===== src/rtl/sd_pkg.sv =====
// Shared types and constants for the LVDC serial data assembler.
package sd_pkg;

  localparam int LVDC_WORD_BITS = 26;
  localparam int LVDC_SYL_BITS  = 13;

  typedef enum logic [1:0] {
    IDLE  = 2'd0,
    SHIFT = 2'd1,
    HOLD  = 2'd2
  } sd_state_e;

  function automatic logic odd_par(input logic [LVDC_SYL_BITS-1:0] syl);
    return ~^syl;
  endfunction

endpackage


===== src/rtl/sd_shift_counter.sv =====
// MSB-first shift register with a saturating captured-bit counter.
module sd_shift_counter #(
  parameter int W     = 26,
  parameter int CNT_W = 5
) (
  input  logic             clk,
  input  logic             rst_n,
  input  logic             clr,
  input  logic             en,
  input  logic             din,
  output logic [W-1:0]     shifted,
  output logic [CNT_W-1:0] cnt
);

  logic [W-1:0]     sr_q, sr_d;
  logic [CNT_W-1:0] cnt_q, cnt_d;

  // Value the register takes if din is captured this cycle; used for the word load.
  assign shifted = {sr_q[W-2:0], din};
  assign cnt     = cnt_q;

  always_comb begin
    sr_d  = sr_q;
    cnt_d = cnt_q;
    if (clr) begin
      sr_d  = '0;
      cnt_d = '0;
    end else if (en) begin
      sr_d = shifted;
      if (cnt_q != CNT_W'(W)) cnt_d = cnt_q + 1'b1;
    end
  end

  always_ff @(posedge clk) begin
    if (!rst_n) begin
      sr_q  <= '0;
      cnt_q <= '0;
    end else begin
      sr_q  <= sr_d;
      cnt_q <= cnt_d;
    end
  end

endmodule


===== src/rtl/sd_data_assembler.sv =====
// Assembles V1-strobed serial DATA into a 26-bit LVDC word with valid/ack handoff.
// Optional syllable parity is built when SD_ASSEMBLER_PARITY_EN is defined.
//
// state | meaning
// IDLE  | waiting for START
// SHIFT | capturing DATA on each V1 strobe
// HOLD  | WORD complete and frozen until ACK
module sd_data_assembler
  import sd_pkg::*;
#(
  parameter int WORD_BITS = LVDC_WORD_BITS,
  parameter int SYL_BITS  = LVDC_SYL_BITS,
  parameter int CNT_W     = 5
) (
  input  logic                 SIM_CLK,
  input  logic                 SIM_RST,
  input  logic                 V1,
  input  logic                 DATA,
  input  logic                 MBYPD,
  input  logic                 START,
  input  logic                 ABORT,
  input  logic                 ACK,
  output logic [WORD_BITS-1:0] WORD,
  output logic                 WORD_VALID,
  output logic                 BUSY,
  output logic [CNT_W-1:0]     BIT_CNT,
  output logic                 OVERRUN,
  output logic [1:0]           PAR
);

  localparam int LAST_IDX = 2 * SYL_BITS - 1;

  sd_state_e state_q, state_d;
  logic [WORD_BITS-1:0] word_q, word_d;
  logic valid_q, valid_d;
  logic mode_q, mode_d;
  logic ovr_q, ovr_d;
  logic sc_clr, sc_en, load_word, load_byp;
  logic [WORD_BITS-1:0] shifted;
  logic [CNT_W-1:0] bit_cnt;

  sd_shift_counter #(.W(WORD_BITS), .CNT_W(CNT_W)) u_shift (
    .clk     (SIM_CLK),
    .rst_n   (SIM_RST),
    .clr     (sc_clr),
    .en      (sc_en),
    .din     (DATA),
    .shifted (shifted),
    .cnt     (bit_cnt)
  );

  always_comb begin
    state_d   = state_q;
    valid_d   = valid_q;
    mode_d    = mode_q;
    ovr_d     = ovr_q;
    sc_clr    = 1'b0;
    sc_en     = 1'b0;
    load_word = 1'b0;
    load_byp  = 1'b0;
    case (state_q)
      IDLE: begin
        if (START && !ABORT) begin
          state_d = SHIFT;
          sc_clr  = 1'b1;
          mode_d  = MBYPD;
        end
      end
      SHIFT: begin
        if (START) ovr_d = 1'b1;
        if (ABORT) begin
          state_d = IDLE;
          sc_clr  = 1'b1;
        end else if (V1) begin
          sc_en = 1'b1;
          if (mode_q) begin
            load_byp = 1'b1;
            state_d  = HOLD;
            valid_d  = 1'b1;
          end else if (bit_cnt == CNT_W'(LAST_IDX)) begin
            load_word = 1'b1;
            state_d   = HOLD;
            valid_d   = 1'b1;
          end
        end
      end
      HOLD: begin
        if (ACK) begin
          valid_d = 1'b0;
          ovr_d   = 1'b0;
          if (START) begin
            state_d = SHIFT;
            sc_clr  = 1'b1;
            mode_d  = MBYPD;
          end else begin
            state_d = IDLE;
          end
        end else if (START) begin
          ovr_d = 1'b1;
        end
      end
      default: begin
        state_d = IDLE;
        valid_d = 1'b0;
      end
    endcase
  end

  always_comb begin
    word_d = word_q;
    if (load_word)     word_d = shifted;
    else if (load_byp) word_d = WORD_BITS'(DATA);
  end

  always_ff @(posedge SIM_CLK) begin
    if (!SIM_RST) begin
      state_q <= IDLE;
      word_q  <= '0;
      valid_q <= 1'b0;
      mode_q  <= 1'b0;
      ovr_q   <= 1'b0;
    end else begin
      state_q <= state_d;
      word_q  <= word_d;
      valid_q <= valid_d;
      mode_q  <= mode_d;
      ovr_q   <= ovr_d;
    end
  end

`ifdef SD_ASSEMBLER_PARITY_EN
  logic [1:0] pacc_q, pacc_d, par_q, par_d;

  // First-received syllable accumulates into bit 1, second into bit 0.
  always_comb begin
    pacc_d = pacc_q;
    par_d  = par_q;
    if (sc_clr) begin
      pacc_d = '0;
    end else if (sc_en) begin
      if (bit_cnt < CNT_W'(SYL_BITS)) pacc_d[1] = pacc_q[1] ^ DATA;
      else                            pacc_d[0] = pacc_q[0] ^ DATA;
    end
    if (load_word)     par_d = {~pacc_q[1], ~(pacc_q[0] ^ DATA)};
    else if (load_byp) par_d = {odd_par('0), odd_par(LVDC_SYL_BITS'(DATA))};
  end

  always_ff @(posedge SIM_CLK) begin
    if (!SIM_RST) begin
      pacc_q <= '0;
      par_q  <= '0;
    end else begin
      pacc_q <= pacc_d;
      par_q  <= par_d;
    end
  end

  assign PAR = par_q;
`else
  assign PAR = 2'b00;
`endif

  assign WORD       = word_q;
  assign WORD_VALID = valid_q;
  assign BUSY       = (state_q == SHIFT);
  assign BIT_CNT    = bit_cnt;
  assign OVERRUN    = ovr_q;

endmodule

===== config.mk =====
export PLATFORM = sky130hd
export DESIGN_NAME = sd_data_assembler
export DESIGN_NICKNAME = d
export VERILOG_FILES = /design/src/rtl/sd_pkg.sv /design/src/rtl/sd_shift_counter.sv /design/src/rtl/sd_data_assembler.sv
export SDC_FILE = /design/constraint.sdc
export NUM_CORES = 1
export LEC_CHECK = 0
export ABC_AREA = 1
export CORE_AREA = 2 2 95 97
export CTS_BUF_LIST = sky130_fd_sc_hd__clkbuf_8
export CTS_CLUSTER_DIAMETER = 30
export DETAILED_ROUTE_END_ITERATION = 7
export DIE_AREA = 0 0 97 99
export PLACE_DENSITY = 0.57
export SLEW_MARGIN = 20
export SYNTH_ARGS = -nofsm -noshare
export SYNTH_HDL_FRONTEND = slang
export SYNTH_SLANG_ARGS = --single-unit

===== constraint.sdc =====
create_clock -name SIM_CLK -period 4.3 [get_ports SIM_CLK]
set_input_delay 1.075 -clock SIM_CLK [delete_from_list [all_inputs] [get_ports SIM_CLK]]
set_output_delay 1.075 -clock SIM_CLK [all_outputs]
set_load 0.01 [all_outputs]

# ---- After elaboration in Yosys (flattened, before gate mapping)
# Cells that the tools add are included.
# Widths: inputs -> output; s select.
dict set report word_totals {
  register_bits 61
  input_bits 8
  out_inout_bits 36
  word_cells 73
}
dict set report op_classes {
  n_addsub 1
  eq_ne 12
  n_mux 40
  bitwise 2
  n_reduce_logical 11
}
# operator count
set ops {}
lappend ops {{$mux 26} 2}
lappend ops {{$mux 1} 27}
lappend ops {{$mux 2} 6}
lappend ops {{$ne 2x2->1 const B} 5}
lappend ops {{$reduce_and 4->1} 2}
lappend ops {{$pmux 1 s3} 2}
lappend ops {{$pmux 2 s3} 1}
lappend ops {{$reduce_bool 2->1} 3}
lappend ops {{$add 5x1->5 const B} 1}
lappend ops {{$eq 5x5->1 const B} 1}
lappend ops {{$ne 5x5->1 const B} 1}
lappend ops {{$reduce_and 5->1} 1}
lappend ops {{$ne 4x2->1 const B} 1}
lappend ops {{$pmux 1 s2} 2}
lappend ops {{$ne 3x1->1 const B} 1}
lappend ops {{$ne 3x3->1 const B} 1}
lappend ops {{$eq 2x1->1 const B} 1}
lappend ops {{$eq 2x2->1 const B} 1}
lappend ops {{$logic_not 2->1} 1}
lappend ops {{$not 1->1} 2}
lappend ops {{$reduce_and 2->1} 1}
lappend ops {{$reduce_or 2->1} 1}
lappend ops {{$logic_and 1x1->1} 1}
lappend ops {{$logic_not 1->1} 1}

# ---- Depth between registers and ports, before layout
dict set report logic_depth {
  ltp_word 7
  mapped_depth 11
  ltp_nobuf 11
}

# ---- Cells and area by module
# From an unflattened synthesis, not the netlist that was laid out.
dict set report unflattened {
  cells_unflattened 332
  area_unflattened_um2 2551.2
}
# mod n_inst cells_each area_each_um2 seq_area_each_um2
set by_module_without_submodules {}
lappend by_module_without_submodules {sd_data_assembler 1 183 1417.6 620.6}
lappend by_module_without_submodules {sd_shift_counter 1 149 1133.6 600.6}

# ---- Worst setup path after synthesis
# OpenSTA, ideal clock, no wires.
dict set report synth_timing {
  kind {input-to-reg}
  from {input ABORT}
  to {register word_q[0], in the netlist WORD[0]}
  setup_time_ns 0.132
  t_arrival_ns 1.771
  required_time_ns 4.168
  setup_slack_ns 2.397
  cell_stages 7
  path_buffers 1
  path_cell_list {inv_2 nand2_1 inv_1 nand3_2 buf_6 nand2_1 a21oi_1}
}
dict set report synth_between {
  elab_chain_cells 3
  elab_cells_between_ends 6
  cone_classes {mux (5); reduce/logical (1)}
}
# item line_no
set synth_rtl {}
lappend synth_rtl {{start, declared} sd_data_assembler.sv:21} ;# input logic ABORT,
lappend synth_rtl {{$mux 1} sd_data_assembler.sv:71} ;# if (ABORT) begin
lappend synth_rtl {{$mux 1} sd_data_assembler.sv:61} ;# case (state_q)
lappend synth_rtl {{$mux 26 or $reduce_bool 2->1 (tied branches)} -}
lappend synth_rtl {{end signal, assigned} sd_data_assembler.sv:124} ;# word_q <= word_d;
lappend synth_rtl {{end, declared} sd_data_assembler.sv:34} ;# logic [WORD_BITS-1:0] word_q, word_d;
# Several ways; a longest one is shown, not always the timed one.
# A chain may end at the register's enable or synchronous reset.

# ---- Final worst setup path
dict set report layout_timing {
  from {register state_q[1]}
  to {output BUSY}
}
dict set report layout_between {
  elab_chain_cells 1
}
# item line_no
set layout_rtl {}
lappend layout_rtl {{start, declared} sd_data_assembler.sv:33} ;# sd_state_e state_q, state_d;
lappend layout_rtl {{start signal, assigned} sd_data_assembler.sv:123} ;# state_q <= state_d;
lappend layout_rtl {{$eq 2x1->1} sd_data_assembler.sv:165} ;# assign BUSY = (state_q == SHIFT);
lappend layout_rtl {{end, declared} sd_data_assembler.sv:25} ;# output logic BUSY,
# Every way passes these cells.

==> tab_implementation.tex <==
\begin{tabular}{lr}
\hline
Metric & Value \\
\hline
\multicolumn{2}{l}{\textbf{Outcome}} \\
Outcome & complete, no violations \\
\multicolumn{2}{l}{\textbf{Critical path}} \\
Type of destination of the critical path & output pin \\
Critical-path cell list & inv\_1 -> ha\_1 -> clkdlybuf4s50\_1 \\
Crit start category & register \\
Highest net fanout along the worst path & 6 \\
Arrival time at the worst endpoint & 1600 ps \\
Standard cell with the maximum stage delay on the critical path & sky130\_fd\_sc\_hd\_\_clkdlybuf4s50\_1 \\
Path type of the worst setup path & register to output pin \\
Largest incremental delay on the critical path & 580 ps \\
Critical path data required time & 3220 ps \\
\multicolumn{2}{l}{\textbf{CTS}} \\
Maximum buffer depth of the clock tree & 2 \\
Clk Latency, worst-skew pair & 330 ps \\
Cts repair resizes & 0 \\
TritonCTS buffer count & 9 \\
CTS tree & built \\
Clock slew at the register clock pins of the worst setup and hold paths & 70 ps \\
Number of setup buffers added after CTS & 0 \\
CTS HTree Levels & 3 \\
CTS sink count & 61 \\
Number of buffers inserted for hold repair after clock tree synthesis & 0 \\
Clk Tree Root Cell & sky130\_fd\_sc\_hd\_\_clkbuf\_8 \\
\multicolumn{2}{l}{\textbf{Run}} \\
Total of max-cap violations & 0 \\
\multicolumn{2}{l}{\textbf{Global routing}} \\
Antenna violations before repair & 0 \\
Largest net degree at the start of global routing & 30 \\
First-pass GRT wire length & 9.25 mm \\
Number of global-route vias before repair & 2,021 \\
Remaining Overflow, GRT & 0 \\
Global-route usage over all layers & 0.119 \\
\multicolumn{2}{l}{\textbf{Synth}} \\
Number of distinct standard cells referenced by the synthesized netlist & 24 \\
Simple-Gate Fraction of Synth Area & 0.254 \\
Synthesized-area fraction occupied by ao, oa, aoi and oai cells & 0.139 \\
Post-synthesis xor/xnor area fraction & 0.00693 \\
Post-synthesis cell area & 2530 um\^{}2 \\
Largest family of logic cells by synthesized area & simple AND/OR/NAND/NOR gates \\
Gate Count Post-Synth & 325 \\
Multiplexer area fraction after synthesis & 0 \\
Adder-cell share of the synthesized area & 0.0347 \\
Synthesized area divided by synthesized cell count & 7.78 um\^{}2 \\
Total number of yosys warnings & 0 \\
Proportion of synthesized chip area in sequential cells & 0.483 \\
Number of synthesized register bits & 61 \\
\multicolumn{2}{l}{\textbf{Finish}} \\
Post-layout net count & 377 \\
Fraction of layout instances using a drive strength above 1 & 0.0817 \\
Design area & 3180 um\^{}2 \\
Filler Cells Inserted & 904 \\
Layout Utilization & 0.372 \\
Area Growth Syn to Fin & 25.8\% \\
ANT cells & 0 \\
\multicolumn{2}{l}{\textbf{Power and ir drop}} \\
Leakage power summed over all cells & 0.00111 uW \\
Worst IR Drop VDD & 180 uV \\
Switching Power & 296 uW \\
Proportion of power drawn by the clock network & 0.450 \\
Combinational share of power & 0.079 \\
Pint & 925 uW \\
Net Sw Frac & 0.243 \\
Seq pwr share & 0.471 \\
Power density over the cells & 384 nW/um\^{}2 \\
\multicolumn{2}{l}{\textbf{Timing}} \\
Clock skew & 8.25 ps \\
Number of failing hold endpoints at the final stage & 0 \\
Tightest hold margin & 456 ps \\
Fraction of the cycle the final worst path needs & 0.621 \\
Final Max Slew Viols & 0 \\
Minimum setup slack in the final design & 1630 ps \\
Final setup vio count & 0 \\
Slew HR & 0.608 \\
Transition time of the tightest slew-check pin & 586 ps \\
Minimum clock period & 2670 ps \\
Setup repair after global routing missed its margin & no \\
Sum of negative setup slack & 0 ps \\
Highest Clock Rate & 374 MHz \\
\multicolumn{2}{l}{\textbf{Floorplanning}} \\
Core region area & 8550 um\^{}2 \\
Std cell rows & 34 \\
Horiz. Die Dim & 97 um \\
Initial standard-cell utilization of the core & 0.296 \\
Overall die height & 99 um \\
Top-level port count & 44 \\
Full die area & 9600 um\^{}2 \\
\multicolumn{2}{l}{\textbf{Drt}} \\
Vias per Instance & 4.59 \\
Routed Wire Length & 5.48 mm \\
Remaining antenna violation count after routing & 0 \\
Vias post-DR & 2,178 \\
Residual DRC count & 0 \\
Iteration-0 DRC count of the detailed router & 100 \\
DR WL/cell & 11.5 um \\
Iteration count of the initial detailed-routing pass & 4 \\
\multicolumn{2}{l}{\textbf{Place}} \\
Dpl ws & 1350 ps \\
Count of port buffers added during placement & 41 \\
Placed instance area & 2970 um\^{}2 \\
Final GP Congestion & 0.810 \\
Detailed Place HPWL & 3.56 mm \\
\multicolumn{2}{l}{\textbf{Min path}} \\
Worst Hold Class & register to register \\
\hline
\end{tabular}
cell type report:
| type | count | area [um^2] | share of cell area |
|---|---|---|---|
| Clock buffer | 9 | 124 | 0.0389 |
| Clock inverter | 7 | 91.3 | 0.0287 |
| Inverter | 21 | 78.8 | 0.0248 |
| Multi-Input combinational cell | 226 | 1100 | 0.347 |
| Sequential cell | 61 | 1220 | 0.384 |
| Tap cell | 108 | 135 | 0.0425 |
| Timing Repair Buffer | 43 | 425 | 0.134 |
placed cells by master, fill, tap and decap left out:
cell type and count:
sky130_fd_sc_hd__inv_1 18, sky130_fd_sc_hd__nand3_1 35, sky130_fd_sc_hd__inv_2 4, sky130_fd_sc_hd__clkinv_2 2, sky130_fd_sc_hd__nand2_4 1, sky130_fd_sc_hd__o21ai_1 2, sky130_fd_sc_hd__bufinv_16 2, sky130_fd_sc_hd__nand2_1 97
sky130_fd_sc_hd__nor2_1 6, sky130_fd_sc_hd__conb_1 2, sky130_fd_sc_hd__a21oi_2 1, sky130_fd_sc_hd__dfxtp_1 61, sky130_fd_sc_hd__a21oi_1 60, sky130_fd_sc_hd__buf_4 2, sky130_fd_sc_hd__nor2_4 3, sky130_fd_sc_hd__a311oi_1 1
sky130_fd_sc_hd__ha_1 7, sky130_fd_sc_hd__nand2_2 3, sky130_fd_sc_hd__o21ai_0 3, sky130_fd_sc_hd__clkinv_4 2, sky130_fd_sc_hd__nand3_2 1, sky130_fd_sc_hd__clkbuf_8 9, sky130_fd_sc_hd__o21a_1 1, sky130_fd_sc_hd__nand4_1 1
sky130_fd_sc_hd__xor2_1 2, sky130_fd_sc_hd__clkdlybuf4s50_1 41
kinds of logic (layout without fill, tap and decap cells):
| kind of cell | Yosys count | after routing |
|---|---|---|
| adders and majority gates | 7 | 7 |
| xor gates and xnor gates | 2 | 2 |
| buffers and inverters | 39 | 80 |
| DFF | 61 | 61 |
| and+or+nand+nor | 147 | 147 |
| AOI/OAI and AO/OA | 68 | 68 |
| other | 1 | 2 |
path summary, 6_finish.rpt:
| kind | start | to | slack [ps] | cells past startpoint |
|---|---|---|---|---|
| worst min-delay path | WORD_VALID$_SDFFE_PN0P_ | WORD_VALID$_SDFFE_PN0P_ | 460 | 2 |
| worst max-delay path | state_q[1]$_SDFFE_PN0P_ | BUSY | 1630 | 3 |
| worst max register to register | state_q[1]$_SDFFE_PN0P_ | WORD[8]$_SDFFE_PN0P_ | 2320 | 7 |
| worst min register to register | WORD_VALID$_SDFFE_PN0P_ | WORD_VALID$_SDFFE_PN0P_ | 460 | 2 |
flip-flops by register name, indices dropped and copies added, names as in the netlist:
register and cells:
mode_q 1, state_q 2, u_shift.cnt 5, WORD 26, WORD_VALID 1, u_shift.sr_q 25
OVERRUN 1
cell usage after synthesis, drive strengths merged:
cell type	number	area, um^2
nand2	101	394
a21oi	61	309
dfxtp	61	1220
nand3	36	185
inv	21	78.8
buf	15	115
nor2	9	56.3
ha	7	87.6
o21ai	5	25.0
clkbuf	3	11.3
xor2	2	17.5
a311oi	1	8.76
conb	1	3.75
nand4	1	6.26
o21a	1	7.51
metrics by stage:
stage,total power (uW),instances
finish,1220,475
global route,1270,475
CTS,1240,475
detailed placement,685,459
global placement,685,459
floorplan,660,326
layer usage:
metal / GRT usage / share of wire / vias to the layer above
li1: - / - / 1133
met1: 0.152 / 0.49 / 988
met2: 0.186 / 0.44 / 47
met3: 0.0262 / 0.042 / 10
met4: 0.0683 / 0.021 / 0
met5: 0 / 0 / -
power by group through the flow:
| stage | Combinational, uW | Clock [uW] | Sequential, uW |
|---|---|---|---|
| finish | 96.1 | 550 | 576 |
| detailed placement | 96.8 | 0 | 588 |
| global placement | 96.5 | 0 | 588 |
| global route | 109 | 588 | 576 |
| floorplan | 71.4 | 0 | 589 |
| CTS | 97.0 | 568 | 575 |
critical path: cells and delay by family, from the launching register on:
kind	cells	cell delay, ps
buffers and inverters	2	670
flip-flops	1	350
adder cells (fa/ha/maj)	1	250
Note: power is estimated with default switching activity, not from simulation.
